## config.mk

```make
export PLATFORM = sky130hd
export DESIGN_NAME = ber_sync_ctrl
export DESIGN_NICKNAME = d
export VERILOG_FILES = /design/src/rtl/ber_pkg.sv /design/src/rtl/baud_tick_gen.sv /design/src/rtl/ber_sync_ctrl.sv
export SDC_FILE = /design/constraint.sdc
export NUM_CORES = 1
export LEC_CHECK = 0
export ABC_AREA = 1
export CAP_MARGIN = 15
export CELL_PAD_IN_SITES_DETAIL_PLACEMENT = 1
export CELL_PAD_IN_SITES_GLOBAL_PLACEMENT = 2
export CORE_ASPECT_RATIO = 1.2
export CORE_MARGIN = 4
export CORE_UTILIZATION = 25
export CTS_BUF_LIST = sky130_fd_sc_hd__clkbuf_8 sky130_fd_sc_hd__clkbuf_16
export CTS_CLUSTER_DIAMETER = 40
export DETAILED_ROUTE_END_ITERATION = 10
export PLACE_DENSITY = 0.72
export SYNTH_ARGS = -nofsm -noshare
export SYNTH_HDL_FRONTEND = slang
export SYNTH_HIERARCHICAL = 1
export SYNTH_SLANG_ARGS = --single-unit
export TNS_END_PERCENT = 10
```

## constraint.sdc

```tcl
create_clock -name clock -period 6.45 [get_ports clock]
set_input_delay 1.29 -clock clock [delete_from_list [all_inputs] [get_ports clock]]
set_output_delay 1.29 -clock clock [all_outputs]
set_load 0.1 [all_outputs]
```

## src/rtl/ber_pkg.sv

```systemverilog
// Shared constants for the BER sync controller and its datapath neighbours:
// FSM state encoding, default link parameters and a counter-width helper.
package ber_pkg;

  typedef logic [1:0] state_t;

  localparam state_t ST_IDLE   = 2'd0;
  localparam state_t ST_SETTLE = 2'd1;
  localparam state_t ST_SEARCH = 2'd2;
  localparam state_t ST_LOCKED = 2'd3;

  localparam int OS_DEF      = 4;
  localparam int DLY_W_DEF   = 9;
  localparam int WIN_DEF     = 512;
  localparam int SETTLE_DEF  = 16;
  localparam int LOSS_TH_DEF = 64;
  localparam int CNT_W_DEF   = 64;

  // Bits needed for a counter that runs 0..n-1 (at least one bit).
  function automatic int cnt_w(input int n);
    if (n > 1) begin
      return $clog2(n);
    end else begin
      return 1;
    end
  endfunction

endpackage

```

## src/rtl/baud_tick_gen.sv

```systemverilog
// Baud tick generator: one oversampling counter drives the TX baud tick and
// the phase-selected RX sampling tick. The phase is latched at the baud
// boundary so a change only moves the RX tick from the next baud onward.
module baud_tick_gen
  import ber_pkg::*;
#(
  parameter int OS   = OS_DEF,
  parameter int PH_W = 2
) (
  input  logic            clock,
  input  logic            i_reset,
  input  logic            i_tx_en,
  input  logic [PH_W-1:0] i_phase,
  output logic            o_tx_tick,
  output logic            o_rx_tick
);

  localparam int            CW   = cnt_w(OS);
  localparam logic [CW-1:0] LAST = CW'(OS - 1);

  logic [CW-1:0] os_cnt_r;
  logic [CW-1:0] phase_q_r;
  logic [CW-1:0] phase_clamp_s;

  // Clamp an out-of-range phase request to the last sample slot
  always_comb begin
    phase_clamp_s = LAST;
    if (32'(i_phase) >= 32'(OS)) begin
      phase_clamp_s = LAST;
    end else begin
      phase_clamp_s = CW'(i_phase);
    end
  end

  // Oversampling counter: wraps 0..OS-1 while TX is enabled, holds otherwise
  always_ff @(posedge clock or negedge i_reset) begin
    if (!i_reset) begin
      os_cnt_r <= '0;
    end else if (i_tx_en) begin
      if (os_cnt_r == LAST) begin
        os_cnt_r <= '0;
      end else begin
        os_cnt_r <= os_cnt_r + CW'(1);
      end
    end
  end

  // Phase latch: takes the requested phase on the last slot of each baud
  always_ff @(posedge clock or negedge i_reset) begin
    if (!i_reset) begin
      phase_q_r <= '0;
    end else if (o_tx_tick) begin
      phase_q_r <= phase_clamp_s;
    end
  end

  // Tick decodes are held low while reset is asserted
  assign o_tx_tick = i_reset && i_tx_en && (os_cnt_r == LAST);
  assign o_rx_tick = i_reset && i_tx_en && (os_cnt_r == phase_q_r);

endmodule

```

## src/rtl/ber_sync_ctrl.sv

```systemverilog
// BER sync controller: sweeps the reference-delay tap until a full window of
// RX samples matches the delayed TX PRBS, then locks and accumulates bit and
// error counts. Losing lock bumps the tap and re-settles without clearing.
module ber_sync_ctrl
  import ber_pkg::*;
#(
  parameter int OS      = OS_DEF,
  parameter int DLY_W   = DLY_W_DEF,
  parameter int WIN     = WIN_DEF,
  parameter int SETTLE  = SETTLE_DEF,
  parameter int LOSS_TH = LOSS_TH_DEF,
  parameter int CNT_W   = CNT_W_DEF
) (
  input  logic             clock,
  input  logic             i_reset,
  input  logic             i_tx_en,
  input  logic             i_rx_en,
  input  logic [1:0]       i_phase,
  input  logic             i_rx_bit,
  input  logic             i_ref_bit,
  output logic             o_tx_tick,
  output logic             o_rx_tick,
  output logic [DLY_W-1:0] o_delay_sel,
  output logic             o_locked,
  output logic [CNT_W-1:0] o_bit_cnt,
  output logic [CNT_W-1:0] o_err_cnt,
  output logic             o_ber_zero
);

  localparam int WC_W = cnt_w(WIN);
  localparam int WE_W = $clog2(WIN + 1);
  localparam int SC_W = cnt_w(SETTLE);
  localparam logic [WC_W-1:0] WIN_LAST    = WC_W'(WIN - 1);
  localparam logic [SC_W-1:0] SETTLE_LAST = SC_W'(SETTLE - 1);
  localparam logic [WE_W-1:0] LOSS_LIM    = WE_W'(LOSS_TH);

  state_t           state_r, state_nxt_s;
  logic             rx_en_q_r, locked_r;
  logic [SC_W-1:0]  settle_cnt_r;
  logic [WC_W-1:0]  win_cnt_r;
  logic [WE_W-1:0]  win_err_r, win_err_sum_s;
  logic [DLY_W-1:0] delay_r;
  logic [CNT_W-1:0] bit_cnt_r, err_cnt_r;
  logic             tx_tick_s, rx_tick_s, rise_s, err_s, cnt_en_s;
  logic             settle_end_s, win_end_s, settle_act_s, win_act_s;
  logic             locked_nxt_s, delay_inc_s, acc_clr_s, acc_en_s;

  baud_tick_gen #(.OS(OS), .PH_W(2)) u_ticks (
    .clock     (clock),
    .i_reset   (i_reset),
    .i_tx_en   (i_tx_en),
    .i_phase   (i_phase),
    .o_tx_tick (tx_tick_s),
    .o_rx_tick (rx_tick_s)
  );

  assign rise_s        = i_rx_en && !rx_en_q_r;
  assign err_s         = i_rx_bit ^ i_ref_bit;
  assign cnt_en_s      = rx_tick_s && i_rx_en;
  assign settle_end_s  = cnt_en_s && (settle_cnt_r == SETTLE_LAST);
  assign win_end_s     = cnt_en_s && (win_cnt_r == WIN_LAST);
  assign win_err_sum_s = win_err_r + WE_W'(err_s);
  assign settle_act_s  = i_rx_en && (state_r == ST_SETTLE);
  assign win_act_s     = i_rx_en && ((state_r == ST_SEARCH) || (state_r == ST_LOCKED));

  // State register plus the registered lock flag and enable edge detector
  always_ff @(posedge clock or negedge i_reset) begin
    if (!i_reset) begin
      state_r   <= ST_IDLE;
      locked_r  <= 1'b0;
      rx_en_q_r <= 1'b0;
    end else begin
      state_r   <= state_nxt_s;
      locked_r  <= locked_nxt_s;
      rx_en_q_r <= i_rx_en;
    end
  end

  // Next-state logic; dropping the RX enable always returns to IDLE
  always_comb begin
    state_nxt_s = state_r;
    if (!i_rx_en) begin
      state_nxt_s = ST_IDLE;
    end else begin
      case (state_r)
        ST_IDLE:   state_nxt_s = rise_s ? ST_SETTLE : ST_IDLE;
        ST_SETTLE: state_nxt_s = settle_end_s ? ST_SEARCH : ST_SETTLE;
        ST_SEARCH: begin
          if (win_end_s) begin
            state_nxt_s = (win_err_sum_s == '0) ? ST_LOCKED : ST_SETTLE;
          end else begin
            state_nxt_s = ST_SEARCH;
          end
        end
        ST_LOCKED: begin
          if (win_end_s && (win_err_sum_s >= LOSS_LIM)) begin
            state_nxt_s = ST_SETTLE;
          end else begin
            state_nxt_s = ST_LOCKED;
          end
        end
        default:   state_nxt_s = ST_IDLE;
      endcase
    end
  end

  // Control strobes derived from the current/next state pair
  always_comb begin
    delay_inc_s = 1'b0;
    acc_clr_s   = 1'b0;
    acc_en_s    = 1'b0;
    case (state_r)
      ST_IDLE:   acc_clr_s = (state_nxt_s == ST_SETTLE);
      ST_SEARCH: delay_inc_s = (state_nxt_s == ST_SETTLE);
      ST_LOCKED: begin
        delay_inc_s = (state_nxt_s == ST_SETTLE);
        acc_en_s    = cnt_en_s;
      end
      default:   acc_en_s = 1'b0;
    endcase
    locked_nxt_s = (state_nxt_s == ST_LOCKED);
  end

  // Settle counter: counts discarded RX ticks, idle outside SETTLE
  always_ff @(posedge clock or negedge i_reset) begin
    if (!i_reset) begin
      settle_cnt_r <= '0;
    end else if (!settle_act_s || settle_end_s) begin
      settle_cnt_r <= '0;
    end else if (cnt_en_s) begin
      settle_cnt_r <= settle_cnt_r + SC_W'(1);
    end
  end

  // Window tick and error counters, restarted at every window boundary
  always_ff @(posedge clock or negedge i_reset) begin
    if (!i_reset) begin
      win_cnt_r <= '0;
      win_err_r <= '0;
    end else if (!win_act_s || win_end_s) begin
      win_cnt_r <= '0;
      win_err_r <= '0;
    end else if (cnt_en_s) begin
      win_cnt_r <= win_cnt_r + WC_W'(1);
      win_err_r <= win_err_sum_s;
    end
  end

  // Reference delay tap: steps (with wrap) after each failed or lost window
  always_ff @(posedge clock or negedge i_reset) begin
    if (!i_reset) begin
      delay_r <= '0;
    end else if (delay_inc_s) begin
      delay_r <= delay_r + DLY_W'(1);
    end
  end

  // Saturating bit/error accumulators, cleared only when a run starts
  always_ff @(posedge clock or negedge i_reset) begin
    if (!i_reset) begin
      bit_cnt_r <= '0;
      err_cnt_r <= '0;
    end else if (acc_clr_s) begin
      bit_cnt_r <= '0;
      err_cnt_r <= '0;
    end else if (acc_en_s) begin
      if (bit_cnt_r != '1) begin
        bit_cnt_r <= bit_cnt_r + CNT_W'(1);
      end
      if (err_s && (err_cnt_r != '1)) begin
        err_cnt_r <= err_cnt_r + CNT_W'(1);
      end
    end
  end

  assign o_tx_tick   = tx_tick_s;
  assign o_rx_tick   = rx_tick_s;
  assign o_delay_sel = delay_r;
  assign o_locked    = locked_r;
  assign o_bit_cnt   = bit_cnt_r;
  assign o_err_cnt   = err_cnt_r;
  assign o_ber_zero  = locked_r && (err_cnt_r == '0);

endmodule
```

# --- Yosys cells after proc, flatten, opt, wreduce, memory -nomap -nowiden ---
# Index checks and enable logic that the tools add are counted.
# Widths: inputs -> output; s select.
word_totals:
  ff_bits: 168
  input_bits: 8
  output_inout_bits: 141
  elab_cells: 83
classes:
  n_addsub: 7
  order_cmp: 1
  n_eq_ne: 11
  muxes: 23
  bitwise: 1
  reduce_logical: 29
op_table:
  columns: ["op", "n"]
  rows:
  - ["$mux 64", 6]
  - ["$add 64x1->64 const B", 2]
  - ["$ne 64x64->1 const B", 2]
  - ["$logic_not 64->1", 1]
  - ["$mux 10", 2]
  - ["$add 9x1->9 const B", 2]
  - ["$mux 9", 2]
  - ["$logic_and 1x1->1", 12]
  - ["$mux 2", 6]
  - ["$add 10x1->10", 1]
  - ["$ge 10x7->1 const B", 1]
  - ["$logic_not 10->1", 1]
  - ["$reduce_bool 2->1", 5]
  - ["$eq 9x9->1 const B", 1]
  - ["$eq 2x2->1 const B", 4]
  - ["$mux 4", 2]
  - ["$pmux 2 s4", 1]
  - ["$add 4x1->4 const B", 1]
  - ["$eq 2x1->1 const B", 2]
  - ["$eq 4x4->1 const B", 1]
  - ["$mux 1", 4]
  - ["$reduce_and 2->1", 2]
  - ["$logic_not 1->1", 3]
  - ["$logic_or 1x1->1", 3]
  - ["other kinds (5)", 5]

# --- Depth between registers and ports, before layout ---
depth:
  word_depth: 12
  depth_mapped: 20

# --- Cells and area by module ---
# Netlist, hierarchy kept.
by_module_without_submodules:
  columns: ["mod", "n_inst", "cells_each", "area_each_um2", "seq_area_each_um2"]
  rows:
  - ["ber_sync_ctrl", 1, 1360, 9999.6, 4103.9]
  - ["baud_tick_gen", 1, 31, 225.2, 100.1]

# --- Least setup slack after synthesis ---
# Ideal clock, no wire load.
synth_timing:
  path_kind: "register to output"
  startpoint: "register err_cnt_r[56], in the netlist o_err_cnt[56]"
  endpoint: "output port o_ber_zero"
  t_arrival_ps: 4296
  slack_ps: 864
  stages_incl_launch_ff: 6
  cell_sequence: "dfrtp_1 -> nor4_1 -> nand3_1 -> nor3_1 -> nand4_1 -> nor4_1"
synth_between:
  elab_chain_len: 2
synth_lines:
  columns: ["item", "line_no", "rtl"]
  rows:
  - ["from (decl)", "ber_sync_ctrl.sv:43", "logic [CNT_W-1:0] bit_cnt_r, err_cnt_r;"]
  - ["from (signal assigned)", "ber_sync_ctrl.sv:171", "err_cnt_r <= err_cnt_r + CNT_W'(1);"]
  - ["$logic_not 64->1", "ber_sync_ctrl.sv:182", "assign o_ber_zero = locked_r && (err_cnt_r == '0);"]
  - ["$logic_and 1x1->1", "ber_sync_ctrl.sv:182", null]
  - ["to (decl)", "ber_sync_ctrl.sv:27", "output logic o_ber_zero"]
# No other way between the ends.

# --- Worst setup path in the final report ---
layout_timing:
  startpoint: "register err_cnt_r[45], in the netlist o_err_cnt[45]"
  endpoint: "output port o_ber_zero"
# The elaborated chain is that of the path after synthesis.

==> metrics.txt <==
# TYPE chip_impl_metric gauge
chip_impl_info{name="hp-class",value="reg -> reg"} 1
chip_impl_metric{name="globalRouteMet3Util",unit=""} 0.0239
chip_impl_metric{name="pin_count_of_the_biggest_net_entering_global_routing",unit=""} 139
chip_impl_metric{name="grtUsageMet2",unit=""} 0.271
chip_impl_metric{name="vias",unit=""} 9565
chip_impl_metric{name="synth-seq-area-share",unit=""} 0.411
chip_impl_info{name="yosys-top-cells-area",value="dfrtp_1, nand2_1, nor2_1"} 1
chip_impl_metric{name="max-clock-path-buffers",unit=""} 2
chip_impl_info{name="slowest_stage",value="clkdlybuf4s50_1"} 1
chip_impl_metric{name="dp_hpwl",unit="µm"} 25500
chip_impl_metric{name="dpl.cell_count",unit=""} 2044
chip_impl_metric{name="place.port_buffers",unit=""} 148
chip_impl_info{name="critical_path.most_common_cell",value="nor4_1"} 1
chip_impl_info{name="crit_path_cells",value="nor4_1 > nand3_1 > nor2_1 > nand4_1 > nor4_1 > clkdlybuf4s50_1"} 1
chip_impl_info{name="synth_top_cells_by_count",value="nand2_1, nor2_1, dfrtp_1"} 1
chip_impl_info{name="synthMostInstantiatedCell",value="nand2_1"} 1
chip_impl_metric{name="fmaxAchievable",unit="MHz"} 216
chip_impl_metric{name="buffer_count_from_post_cts_setup_fixing",unit=""} 0
chip_impl_metric{name="filler_cell_count",unit=""} 4880
chip_impl_metric{name="insertion_delay",unit="ns"} 0.46
chip_impl_info{name="critical_path_class",value="reg -> out"} 1
chip_impl_info{name="cell_accounting_for_the_most_synthesized_area",value="dfrtp_1"} 1
chip_impl_metric{name="critPathArrivalTime",unit="ns"} 3.34
chip_impl_metric{name="tightestPinTransition",unit="ns"} 1.05
chip_impl_metric{name="ctsHoldBuffers",unit=""} 0
chip_impl_metric{name="pre_cts_ws",unit="ns"} 1.41
chip_impl_metric{name="vdd.ir_drop.worst",unit="µV"} 188
chip_impl_metric{name="multi_input_comb_area",unit="µm²"} 5140
chip_impl_metric{name="final_hold_viol_count",unit=""} 0
chip_impl_metric{name="cts_buffers",unit=""} 17
chip_impl_metric{name="initial_antenna_violation_count",unit=""} 0
chip_impl_metric{name="wl_per_cell",unit="µm"} 16.5
chip_impl_metric{name="route.detailed.vias_per_inst",unit=""} 4.61
chip_impl_metric{name="core_area",unit="µm²"} 40100
chip_impl_info{name="critical_path.top_delay_family",value="simple AND/OR/NAND/NOR gates"} 1
chip_impl_metric{name="globalRouteMet1Util",unit=""} 0.208
chip_impl_metric{name="area.sequential",unit="µm²"} 4200
chip_impl_metric{name="grt_pass1_vias",unit=""} 10100
chip_impl_metric{name="proportion_of_layout_cells_with_a_drive_suffix_above_1",unit=""} 0.0596
chip_impl_metric{name="start_util",unit=""} 0.255
chip_impl_info{name="rsz0062_at_grt",value="no"} 1
chip_impl_metric{name="leakage_power",unit="nW"} 5.22
chip_impl_metric{name="syn_std_cell_area",unit="µm²"} 10200
chip_impl_metric{name="period_minus_slack",unit="ns"} 4.63
chip_impl_metric{name="postCtsResizedCells",unit=""} 0
chip_impl_metric{name="cts.sinks",unit=""} 168
chip_impl_metric{name="number_of_enable_type_register_cells_in_the_synthesized_netlist",unit=""} 0
chip_impl_metric{name="cp_slowest_stage_delay",unit="ns"} 1.19
chip_impl_metric{name="routabilityCongestion",unit=""} 0.804
chip_impl_metric{name="min_period_over_period",unit=""} 0.718
chip_impl_metric{name="clk_pin_slew",unit="ns"} 0.08
chip_impl_metric{name="timing.final.ws_setup",unit="ns"} 1.82
chip_impl_metric{name="critical_path_peak_fanout",unit=""} 7
chip_impl_metric{name="report.final.setup_viol",unit=""} 0
chip_impl_metric{name="ys_seq_elements",unit=""} 168
chip_impl_info{name="gr_busiest_metal",value="met2"} 1
chip_impl_metric{name="syn_inst",unit=""} 1391
chip_impl_metric{name="cp.buffers_inverters",unit=""} 1
chip_impl_metric{name="signed_area_change_from_the_synthesized_netlist_to_the_final_layout",unit="%"} 25.0
chip_impl_metric{name="syn-num-nets",unit=""} 1409
chip_impl_metric{name="chipWidth",unit="µm"} 193
chip_impl_metric{name="drt_wl_total",unit="µm"} 34300
chip_impl_metric{name="drt_pass1_iterations",unit=""} 4
chip_impl_metric{name="setup_tns",unit="ns"} 0
chip_impl_metric{name="nNetsFinal",unit=""} 1548
chip_impl_metric{name="number_of_antenna_diodes",unit=""} 0
chip_impl_metric{name="relSlewSlack",unit=""} 0.294
chip_impl_info{name="synthFlopType",value="dfrtp_1"} 1
chip_impl_metric{name="synth_top_area_share",unit=""} 0.411
chip_impl_metric{name="stdcell_count",unit=""} 2076
chip_impl_metric{name="ys_async_sr_fraction",unit=""} 1.00
chip_impl_metric{name="route.antenna.remaining_nets",unit=""} 0
chip_impl_metric{name="drc",unit=""} 0
chip_impl_metric{name="timing.clock.skew",unit="ns"} 0.0133
chip_impl_metric{name="die_y",unit="µm"} 230
chip_impl_metric{name="die_area",unit="µm²"} 44200
chip_impl_metric{name="post_synth.cell_area_avg",unit="µm²"} 7.35
chip_impl_metric{name="global_route_usage_over_all_layers",unit=""} 0.158
chip_impl_metric{name="power_density_of_the_placed_cells",unit="nW/µm²"} 181
chip_impl_info{name="timing.critical_path.from_type",value="flip-flop"} 1
chip_impl_metric{name="first_pass_grt_wire_length",unit="µm"} 56000
chip_impl_metric{name="yosysUniqueCellTypes",unit=""} 37
chip_impl_metric{name="yosys_warnings",unit=""} 6
chip_impl_info{name="ctsRootBufferMaster",value="clkbuf_16"} 1
chip_impl_metric{name="cp_data_required_time",unit="ns"} 5.16
chip_impl_info{name="run_status",value="completed"} 1
chip_impl_metric{name="max_capacitance_violation_total",unit=""} 0
chip_impl_metric{name="first_iter_violations",unit=""} 340
chip_impl_metric{name="placement_rows",unit=""} 80
chip_impl_info{name="crit_path_end_kind",value="output port"} 1
chip_impl_info{name="cts_tree",value="built"} 1
chip_impl_metric{name="final-max-slew-violation-count",unit=""} 0
chip_impl_metric{name="grt-ovfl-total",unit=""} 0
chip_impl_metric{name="pin_count",unit=""} 149
chip_impl_metric{name="cts.htree.levels",unit=""} 4
cell usage in the layout, fill, tap and decap left out, types with 6 or more instances in the layout:
cell type        count
o21ai_1              8
nand4_1             51
nor3_1              54
nand3_1             94
nor4_1              23
o21ai_0             13
nand2_1            325
nor3_2               8
dfrtp_1            168
o22ai_1              7
xor2_1              68
clkbuf_16           17
xnor2_1             36
inv_6                6
nor2_2              23
nor2_1             267
nand3_2              6
inv_1              162
ha_1                10
clkdlybuf4s50_1    146
routing by layer:
| layer | vias up | wire length [µm] |
|---|---|---|
| li1 | 4705 | - |
| met2 | 119 | 16800 |
| met3 | 27 | 861 |
| met5 | - | 0 |
| met4 | 0 | 431 |
| met1 | 4714 | 16200 |
cell type report:
cell class                      instances  area share
Inverter                              167      0.0492
Tap cell                              533      0.0522
Multi-Input combinational cell       1025       0.402
Clock inverter                         15      0.0149
Timing Repair Buffer                  151       0.119
Sequential cell                       168       0.329
Clock buffer                           17      0.0333
flip-flops by register name (all words and copies together), names as in the netlist:
register and count:
o_delay_sel 9, o_err_cnt 64, win_err_r 10, win_cnt_r 9
rx_en_q_r 1, u_ticks/os_cnt_r 2, u_ticks/phase_q_r 2, state_r 2
o_bit_cnt 64, settle_cnt_r 4, o_locked 1
path summary, 6_finish.rpt:
check                                 to                 from  slack (ns)  cells after the start
max                           o_ber_zero        o_err_cnt[45]        1.82                      6
min                         win_cnt_r[7]         win_cnt_r[7]        0.47                      1
min reg2reg                 win_cnt_r[7]         win_cnt_r[7]        0.47                      1
max in group asynchronous  o_err_cnt[35]              i_reset        4.62                      2
min in group asynchronous  o_err_cnt[49]              i_reset        0.72                      1
max reg2reg                o_err_cnt[21]  u_ticks/os_cnt_r[0]        3.01                     12
kinds of logic (layout without fill, tap and decap cells):
kind of cell,count (synthesis),after routing,synth area share
XOR/XNOR,104,104,0.0891
buffers and inverters,198,350,0.0860
adder cells (fa/ha/maj),10,10,0.0122
multiplexers,1,1,0.000979
AND/OR/NAND/NOR,868,868,0.376
AO/OA/AOI/OAI,42,42,0.0241
flip-flops,168,168,0.411
metrics by stage:
stage	hold WS [ns]	util	cell area, µm²	total power, mW
detailed placement	0.471	0.303	12200	1.22
global route	0.491	0.319	12800	2.42
floorplan	0.427	-	10200	1.17
global placement	0.451	0.303	12200	1.22
finish	0.473	0.319	12800	2.32
CTS	0.480	0.319	12800	2.36
power by group:
part           switching [mW]  leakage, nW  internal [mW]
logic                  0.0920         2.57         0.0294
registers              0.0104         2.34           1.07
clock network           0.499        0.305          0.620
Note: power is estimated with default switching activity, not from simulation.
